===== src/rtl/adc_scan_sequencer_pkg.sv =====
// Shared definitions for the SPI ADC scan sequencer: FSM encoding and SPI frame geometry.
package adc_seq_pkg;

  typedef enum logic [2:0] {
    ST_RST_HOLD = 3'd0,
    ST_IDLE     = 3'd1,
    ST_SELECT   = 3'd2,
    ST_XFER     = 3'd3,
    ST_GAP      = 3'd4
  } seq_state_t;

  localparam int FRAME_W      = 16;
  localparam int CMD_CH_OFS   = 11;
  localparam int HALF_PERIODS = 2 * FRAME_W;

endpackage


===== src/rtl/adc_scan_sequencer_if.sv =====
// Result slot between the scan sequencer and the CPU-side Avalon bridge (1-deep valid/ready).
interface adc_scan_sequencer_if #(
  parameter int CH_W   = 3,
  parameter int DATA_W = 12
);
  logic              res_valid;
  logic              res_ready;
  logic [CH_W-1:0]   res_ch;
  logic [DATA_W-1:0] res_data;

  modport master (output res_valid, output res_ch, output res_data, input res_ready);
  modport slave  (input res_valid, input res_ch, input res_data, output res_ready);
endinterface


===== src/rtl/adc_scan_sequencer_spi.sv =====
// SPI mode-0 frame engine: one FRAME_W-bit exchange per start pulse, SCLK half-period of CLK_DIV cycles.
module spi_frame_shifter
  import adc_seq_pkg::*;
#(
  parameter int CLK_DIV = 4
) (
  input  logic               clk,
  input  logic               rst,
  input  logic               start,
  input  logic [FRAME_W-1:0] cmd_in,
  input  logic               miso,
  output logic               done,
  output logic [FRAME_W-1:0] rx_out,
  output logic               sclk,
  output logic               mosi,
  output logic               ss
);

  localparam int DIV_W = $clog2(CLK_DIV);
  localparam int HP_W  = $clog2(HALF_PERIODS);
  localparam logic [DIV_W-1:0] DIV_LAST = DIV_W'(CLK_DIV - 1);
  localparam logic [HP_W-1:0]  HP_LAST  = HP_W'(HALF_PERIODS - 1);

  logic [DIV_W-1:0]   div_cnt_r;
  logic [HP_W-1:0]    half_cnt_r;
  logic [FRAME_W-1:0] tx_sh_r;
  logic               active_r;

  // Frame sequencing; done marks the cycle whose closing edge raises SS.
  always_ff @(posedge clk) begin
    if (rst) begin
      ss         <= 1'b1;
      sclk       <= 1'b0;
      mosi       <= 1'b0;
      done       <= 1'b0;
      active_r   <= 1'b0;
      div_cnt_r  <= '0;
      half_cnt_r <= '0;
      tx_sh_r    <= '0;
      rx_out     <= '0;
    end else if (start) begin
      ss         <= 1'b0;
      sclk       <= 1'b0;
      mosi       <= cmd_in[FRAME_W-1];
      tx_sh_r    <= {cmd_in[FRAME_W-2:0], 1'b0};
      div_cnt_r  <= '0;
      half_cnt_r <= '0;
      active_r   <= 1'b1;
      done       <= 1'b0;
    end else if (done) begin
      done <= 1'b0;
      ss   <= 1'b1;
    end else if (active_r) begin
      if (div_cnt_r == DIV_LAST) begin
        div_cnt_r  <= '0;
        sclk       <= ~sclk;
        half_cnt_r <= half_cnt_r + HP_W'(1);
        if (!sclk) begin
          rx_out <= {rx_out[FRAME_W-2:0], miso};
        end else begin
          mosi    <= tx_sh_r[FRAME_W-1];
          tx_sh_r <= {tx_sh_r[FRAME_W-2:0], 1'b0};
        end
        if (half_cnt_r == HP_LAST) begin
          active_r <= 1'b0;
          done     <= 1'b1;
        end else begin
          active_r <= 1'b1;
        end
      end else begin
        div_cnt_r <= div_cnt_r + DIV_W'(1);
      end
    end else begin
      done <= 1'b0;
    end
  end

endmodule


===== src/rtl/adc_scan_sequencer.sv =====
// Scans the enabled ADC channels round-robin over SPI and hands each result to the CPU through a 1-deep slot.
module adc_scan_sequencer
  import adc_seq_pkg::*;
#(
  parameter int NUM_CH       = 8,
  parameter int CH_W         = 3,
  parameter int DATA_W       = 12,
  parameter int CLK_DIV      = 4,
  parameter int RESET_CYCLES = 50,
  parameter int GAP_CYCLES   = 8
) (
  input  logic              CLOCK_50,
  input  logic              RESET,
  input  logic              enable,
  input  logic [NUM_CH-1:0] scan_mask,
  input  logic              adc_reset_req,
  adc_scan_sequencer_if.master res,
  output logic              busy,
  output logic [NUM_CH-1:0] RESET_ADC,
  output logic              SPI_CLOCK,
  output logic              SPI_MOSI,
  input  logic              SPI_MISO,
  output logic              SPI_SS
);

  localparam int RST_W = $clog2(RESET_CYCLES + 1);
  localparam int GAP_W = $clog2(GAP_CYCLES + 1);
  localparam logic [RST_W-1:0] RST_LAST = RST_W'(RESET_CYCLES - 1);
  localparam logic [GAP_W-1:0] GAP_LAST = GAP_W'(GAP_CYCLES - 1);

  seq_state_t         state_r;
  logic [CH_W-1:0]    last_ch_r;
  logic [CH_W-1:0]    xfer_ch_r;
  logic [RST_W-1:0]   rst_cnt_r;
  logic [GAP_W-1:0]   gap_cnt_r;
  logic               rst_pend_r;
  logic [CH_W-1:0]    lo_ch_s;
  logic [CH_W-1:0]    hi_ch_s;
  logic               lo_hit_s;
  logic               hi_hit_s;
  logic [CH_W-1:0]    sel_ch_s;
  logic               start_s;
  logic [FRAME_W-1:0] cmd_s;
  logic               done_s;
  logic [FRAME_W-1:0] rx_s;
  logic               unused_rx_hi_s;
  logic               scan_ok_s;

  assign unused_rx_hi_s = ^rx_s[FRAME_W-1:DATA_W];
  assign scan_ok_s      = enable && (|scan_mask) && !res.res_valid;

  // Round-robin pick: lowest enabled channel above last_ch, else lowest enabled channel overall.
  always_comb begin
    lo_ch_s  = '0;
    hi_ch_s  = '0;
    lo_hit_s = 1'b0;
    hi_hit_s = 1'b0;
    for (int i = NUM_CH - 1; i >= 0; i--) begin
      if (scan_mask[i]) begin
        lo_ch_s  = CH_W'(i);
        lo_hit_s = 1'b1;
        if (i > int'(last_ch_r)) begin
          hi_ch_s  = CH_W'(i);
          hi_hit_s = 1'b1;
        end else begin
          hi_hit_s = hi_hit_s;
        end
      end else begin
        lo_hit_s = lo_hit_s;
      end
    end
    sel_ch_s = hi_hit_s ? hi_ch_s : lo_ch_s;
    start_s  = (state_r == ST_SELECT) && lo_hit_s;
    cmd_s    = FRAME_W'(sel_ch_s) << CMD_CH_OFS;
  end

  spi_frame_shifter #(.CLK_DIV(CLK_DIV)) u_shifter (
    .clk    (CLOCK_50),
    .rst    (RESET),
    .start  (start_s),
    .cmd_in (cmd_s),
    .miso   (SPI_MISO),
    .done   (done_s),
    .rx_out (rx_s),
    .sclk   (SPI_CLOCK),
    .mosi   (SPI_MOSI),
    .ss     (SPI_SS)
  );

  // Sequencer FSM with reset timer, gap timer and result slot.
  always_ff @(posedge CLOCK_50) begin
    if (RESET) begin
      state_r       <= ST_RST_HOLD;
      busy          <= 1'b1;
      RESET_ADC     <= '1;
      rst_cnt_r     <= '0;
      gap_cnt_r     <= '0;
      rst_pend_r    <= 1'b0;
      last_ch_r     <= CH_W'(NUM_CH - 1);
      xfer_ch_r     <= '0;
      res.res_valid <= 1'b0;
      res.res_ch    <= '0;
      res.res_data  <= '0;
    end else begin
      if (done_s) begin
        res.res_valid <= 1'b1;
        res.res_ch    <= xfer_ch_r;
        res.res_data  <= rx_s[DATA_W-1:0];
        last_ch_r     <= xfer_ch_r;
      end else if (res.res_valid && res.res_ready) begin
        res.res_valid <= 1'b0;
      end

      // A reset request during a scan waits for the frame and its gap to finish.
      if (adc_reset_req && (state_r == ST_SELECT || state_r == ST_XFER || state_r == ST_GAP)) begin
        rst_pend_r <= 1'b1;
      end

      case (state_r)
        ST_RST_HOLD: begin
          if (adc_reset_req) begin
            rst_cnt_r <= '0;
          end else if (rst_cnt_r == RST_LAST) begin
            RESET_ADC <= '0;
            state_r   <= ST_IDLE;
            busy      <= 1'b0;
          end else begin
            rst_cnt_r <= rst_cnt_r + RST_W'(1);
          end
        end
        ST_IDLE: begin
          if (adc_reset_req || rst_pend_r) begin
            state_r    <= ST_RST_HOLD;
            RESET_ADC  <= '1;
            rst_cnt_r  <= '0;
            rst_pend_r <= 1'b0;
            busy       <= 1'b1;
          end else if (scan_ok_s) begin
            state_r <= ST_SELECT;
            busy    <= 1'b1;
          end else begin
            busy <= 1'b0;
          end
        end
        ST_SELECT: begin
          if (lo_hit_s) begin
            state_r   <= ST_XFER;
            xfer_ch_r <= sel_ch_s;
          end else begin
            state_r <= ST_IDLE;
            busy    <= 1'b0;
          end
        end
        ST_XFER: begin
          if (done_s) begin
            state_r   <= ST_GAP;
            gap_cnt_r <= '0;
          end else begin
            state_r <= ST_XFER;
          end
        end
        ST_GAP: begin
          if (gap_cnt_r != GAP_LAST) begin
            gap_cnt_r <= gap_cnt_r + GAP_W'(1);
          end else if (rst_pend_r || adc_reset_req) begin
            state_r    <= ST_RST_HOLD;
            RESET_ADC  <= '1;
            rst_cnt_r  <= '0;
            rst_pend_r <= 1'b0;
          end else if (scan_ok_s) begin
            state_r <= ST_SELECT;
          end else begin
            state_r <= ST_IDLE;
            busy    <= 1'b0;
          end
        end
        default: begin
          state_r   <= ST_RST_HOLD;
          RESET_ADC <= '1;
          rst_cnt_r <= '0;
          busy      <= 1'b1;
        end
      endcase
    end
  end

endmodule


===== src/flat_wrapper.sv =====
// flat-port wrapper written by rule: the top's interface ports become plain ports
module adc_scan_sequencer_flat import adc_seq_pkg::*;
#(
  parameter int NUM_CH       = 8,
  parameter int CH_W         = 3,
  parameter int DATA_W       = 12,
  parameter int CLK_DIV      = 4,
  parameter int RESET_CYCLES = 50,
  parameter int GAP_CYCLES   = 8
)
  (CLOCK_50, RESET, enable, scan_mask, adc_reset_req, busy, RESET_ADC, SPI_CLOCK, SPI_MOSI, SPI_MISO, SPI_SS, res_res_valid, res_res_ch, res_res_data, res_res_ready);
  adc_scan_sequencer_if #(.CH_W(CH_W), .DATA_W(DATA_W)) res_i ();
  input  logic CLOCK_50;
  input  logic RESET;
  input  logic enable;
  input  logic [NUM_CH-1:0] scan_mask;
  input  logic adc_reset_req;
  output logic busy;
  output logic [NUM_CH-1:0] RESET_ADC;
  output logic SPI_CLOCK;
  output logic SPI_MOSI;
  input  logic SPI_MISO;
  output logic SPI_SS;
  output wire logic [$bits(res_i.res_valid)-1:0] res_res_valid;
  output wire logic [$bits(res_i.res_ch)-1:0] res_res_ch;
  output wire logic [$bits(res_i.res_data)-1:0] res_res_data;
  input wire logic [$bits(res_i.res_ready)-1:0] res_res_ready;
  assign res_res_valid = res_i.res_valid;
  assign res_res_ch = res_i.res_ch;
  assign res_res_data = res_i.res_data;
  assign res_i.res_ready = res_res_ready;
  adc_scan_sequencer #(.NUM_CH(NUM_CH), .CH_W(CH_W), .DATA_W(DATA_W), .CLK_DIV(CLK_DIV), .RESET_CYCLES(RESET_CYCLES), .GAP_CYCLES(GAP_CYCLES)) u_core (.CLOCK_50(CLOCK_50), .RESET(RESET), .enable(enable), .scan_mask(scan_mask), .adc_reset_req(adc_reset_req), .res(res_i), .busy(busy), .RESET_ADC(RESET_ADC), .SPI_CLOCK(SPI_CLOCK), .SPI_MOSI(SPI_MOSI), .SPI_MISO(SPI_MISO), .SPI_SS(SPI_SS));
endmodule

===== config.mk =====
export PLATFORM = sky130hd
export DESIGN_NAME = adc_scan_sequencer_flat
export DESIGN_NICKNAME = d
export VERILOG_FILES = /design/src/rtl/adc_scan_sequencer_pkg.sv /design/src/rtl/adc_scan_sequencer_if.sv /design/src/rtl/adc_scan_sequencer_spi.sv /design/src/rtl/adc_scan_sequencer.sv /design/src/flat_wrapper.sv
export SDC_FILE = /design/constraint.sdc
export NUM_CORES = 1
export LEC_CHECK = 0
export ABC_AREA = 1
export BUFFER_PORTS_ARGS = -buffer_cell sky130_fd_sc_hd__buf_4
export CORE_MARGIN = 2
export CORE_UTILIZATION = 50
export CTS_BUF_LIST = sky130_fd_sc_hd__clkbuf_2
export CTS_CLUSTER_DIAMETER = 30
export CTS_CLUSTER_SIZE = 8
export DETAILED_ROUTE_END_ITERATION = 12
export PLACE_DENSITY = 0.73
export SYNTH_ARGS = -nofsm -noshare
export SYNTH_HDL_FRONTEND = slang
export SYNTH_SLANG_ARGS = --single-unit

===== constraint.sdc =====
create_clock -name CLOCK_50 -period 4.48 [get_ports CLOCK_50]
set_input_delay 0.224 -clock CLOCK_50 [delete_from_list [all_inputs] [get_ports CLOCK_50]]
set_output_delay 0.224 -clock CLOCK_50 [all_outputs]
set_load 0.03 [all_outputs]

==> qor.json <==
{
  "setup.worst_path.end_class": "flop",
  "nNetsFinal": 492,
  "timing_max_transition_violations_final": 0,
  "vias_per_cell": 4.967,
  "setup-violations-final": 0,
  "cts_repair_resize_count": 0,
  "cpLargestDelayFamily": "flip-flops",
  "ys_seq_area_frac": 0.4200,
  "grt_util_all_layers": 0.1842,
  "start_util": 0.5251,
  "synth.area.mux_share": 0.003182,
  "crit_buf_inv": 3,
  "clock_tree.htree_level_count": 3,
  "diodes": 0,
  "numPlacedInstances": 531,
  "hold_viol": 0,
  "cts_tree": "built",
  "postCtsSetupRepairBufs": 0,
  "route.detailed.drc": 0,
  "stdcell_area_um2": 3590,
  "clkSinkCount": 66,
  "timing.critical_path.mode_cell": "inv_2",
  "hold_class": "in -> reg",
  "maxClockFrequency_mhz": 480.4,
  "post_synth_and_or_nand_nor_area_fraction": 0.3206,
  "drtAntennaViolNets": 0,
  "post_synth_fa_ha_maj_area_fraction": 0.02387,
  "criticalPathCategory": "reg -> reg",
  "finalWirelength_mm": 6.218,
  "fill_cells": 546,
  "detailroute.via_count": 2742,
  "wl_per_cell_um": 11.26,
  "largest_net_degree_at_the_start_of_global_routing": 36,
  "cp_data_arrival_time_ns": 2.50,
  "synth_async_sr_flop_share": 0,
  "detailedRoute.firstIterationViolations": 91,
  "peakVddDrop_mv": 0.2433,
  "worst-path-max-fanout": 21,
  "cp_cell_sequence": "inv_2, nand2_4, nor2_8, inv_2, nor2_2, nand2_4, inv_2, nor2_1, nor2_1",
  "core_utilization_of_the_finished_layout": 0.5992,
  "synth-edff-count": 0,
  "timing_worst_slew_pin_value_ns": 0.8909,
  "crit_path_start_kind": "flop",
  "post_layout_nonfiller_instances": 552,
  "regToRegSetupSlack_ns": 2.40,
  "netlist.area_leader.share": 0.4200,
  "ctsLongestPathBuffers": 2,
  "area.growth.synth_to_final_pct": 14.12,
  "core.rowCount": 28,
  "firstDrtPassIters": 4,
  "critical-path-max-stage-delay_ns": 0.81,
  "final_period_minus_worst_setup_slack_ns": 2.082,
  "synthCells": 434,
  "worst_path_max_delay_cell": "dfxtp_1",
  "outcome": "finished, final reports clean",
  "compound_cell_area_share_of_the_yosys_netlist": 0.1265,
  "power.leakage_nw": 1.684,
  "syn-mean-instance-area_um2": 7.248,
  "routabilityCongestion": 0.8612,
  "post_synth_num_cell_types": 35,
  "grt_remaining_overflow": 0,
  "placed_area_um2": 3425,
  "numCtsBuffers": 9,
  "floorplan.core_area_um2": 5991,
  "cts-root-buf": "clkbuf_2",
  "dpl.hpwl_mm": 4.387,
  "grt_setup_unrepaired": "no",
  "final.period_utilization": 0.4646,
  "portBuffers": 41,
  "mappedNetlistArea_um2": 3146,
  "synth_top_family_by_area": "simple AND/OR/NAND/NOR gates",
  "synth_xor_area_frac": 0.01114,
  "synth_top_flop_cell": "dfxtp_1",
  "post_synthesis_net_count": 454,
  "synth-seq-cells": 66,
  "pwr_density_cell_nw_per_um2": 275.0,
  "antenna_found_initial": 0,
  "first_global_vias": 2481,
  "die_area_um2": 6941,
  "cap_viol_max_count": 0,
  "layout-drive-gt1-share": 0.1929,
  "fp.dieH_um": 83.32,
  "max-slew-margin-rel": 0.4054,
  "clock-skew-final_ns": 0.02632,
  "post_cts_hold_buffer_count": 5,
  "yosysWarnings": 0,
  "cp_data_required_time_ns": 4.90,
  "ys_top_cells_by_area": "dfxtp_1 (42%), nand2_1 (9.4%), nor2_1 (9.2%), o21ai_0 (5.1%), a21oi_1 (4.5%)",
  "synth_largest_area_cell": "dfxtp_1",
  "grt_pass1_wl_mm": 10.56,
  "totalNegativeSetupSlack_ns": 0,
  "clk_lat_worst_skew_ns": 0.51,
  "cts_clock_pin_slew_for_the_worst_setup_and_hold_paths_ns": 0.20,
  "die_w_um": 83.32,
  "boundaryPins": 42
}
==> registers in the layout (all words and copies together), names as in the netlist, 3 cells and up <==
register,flops
u_core.u_shifter.tx_sh_r,4
u_core.state_r,3
u_core.u_shifter.half_cnt_r,5
u_core.u_shifter.rx_out,12
u_core.res.res_ch,3
u_core.xfer_ch_r,3
u_core.gap_cnt_r,4
u_core.res.res_data,12
u_core.rst_cnt_r,6
u_core.last_ch_r,3
==> cell type report <==
cell class	instances	area, um^2	area share
repair buffers	46	357.8	0.09969
clock inverters	7	70.07	0.01952
inverters	46	175.2	0.04880
well taps	75	93.84	0.02614
multi-input cells	303	1526	0.4252
flip-flops and latches	66	1321	0.3681
clock buffers	9	45.04	0.01255
==> worst register-to-register path, delay by kind of cell (launching register included) <==
kind	cells	cell delay (ns)
simple gates	6	0.62
flops	1	0.81
buf+inv	3	0.57
==> Yosys cell counts, drive strengths merged, types with 2 or more instances <==
cell	number
xor2	2
o211ai	4
o21ai	37
dfxtp	66
nor2	88
clkbuf	7
a21oi	30
nor3	11
buf	12
ha	6
inv	46
nand2	86
nand3	26
nand4	4
nor4	2
xnor2	2
==> path summary, 6_finish.rpt <==
kind | depth (start not counted) | endpoint | startpoint
max | 9 | u_core.u_shifter.rx_out[3] | u_core.u_shifter.done
min reg2reg | 2 | u_core.xfer_ch_r[2] | u_core.xfer_ch_r[2]
min | 5 | u_core.xfer_ch_r[0] | scan_mask[1]
max reg2reg | 9 | u_core.u_shifter.rx_out[3] | u_core.u_shifter.done
==> cells by family after synthesis <==
kind of cell,count (synthesis)
and+or+nand+nor,218
AOI/OAI and AO/OA,74
DFF,66
buffers and inverters,65
adders and majority gates,6
xor gates and xnor gates,4
muxes,1
==> per-stage QoR <==
stage	hold slack, ns	power, mW	setup WS (ns)
2_1_floorplan	0.3693	0.6254	3.042
3_3_place_gp	0.4475	0.6399	2.512
3_5_place_dp	0.4489	0.6405	2.412
4_1_cts	0.1160	0.9952	2.367
5_1_grt	0.1648	1.023	2.162
6_report	0.1537	0.9870	2.398
==> placed cells by master (no fill, tap or decap), types with 5 or more instances in the layout <==
cell / synthesis / layout
o21ai_0: 32 / 32
nor3_1: 10 / 10
a21oi_1: 28 / 28
o21ai_1: 5 / 5
buf_4: 7 / 41
clkbuf_2: 0 / 9
inv_1: 35 / 35
dfxtp_1: 66 / 66
nand2_1: 79 / 79
inv_2: 10 / 10
nand3_1: 23 / 23
nor2_1: 77 / 77
nor2_2: 6 / 6
dlygate4sd3_1: 0 / 5
ha_1: 6 / 6
==> routing by layer <==
layer	up-vias	wire length [um]	track usage
met2	64	2768	0.3065
met5	-	0	0
met4	0	110	0.09091
met1	1198	3019	0.2234
met3	9	320	0.04175
li1	1471	-	-
==> report_power, final <==
part           switching (mW)  internal (mW)  total, mW  leakage, nW
clock                   0.228          0.128      0.356       0.0716
combinational          0.0241         0.0168     0.0409         1.08
sequential            0.00136          0.589      0.590        0.532
Power figures use the tool's default switching activity.
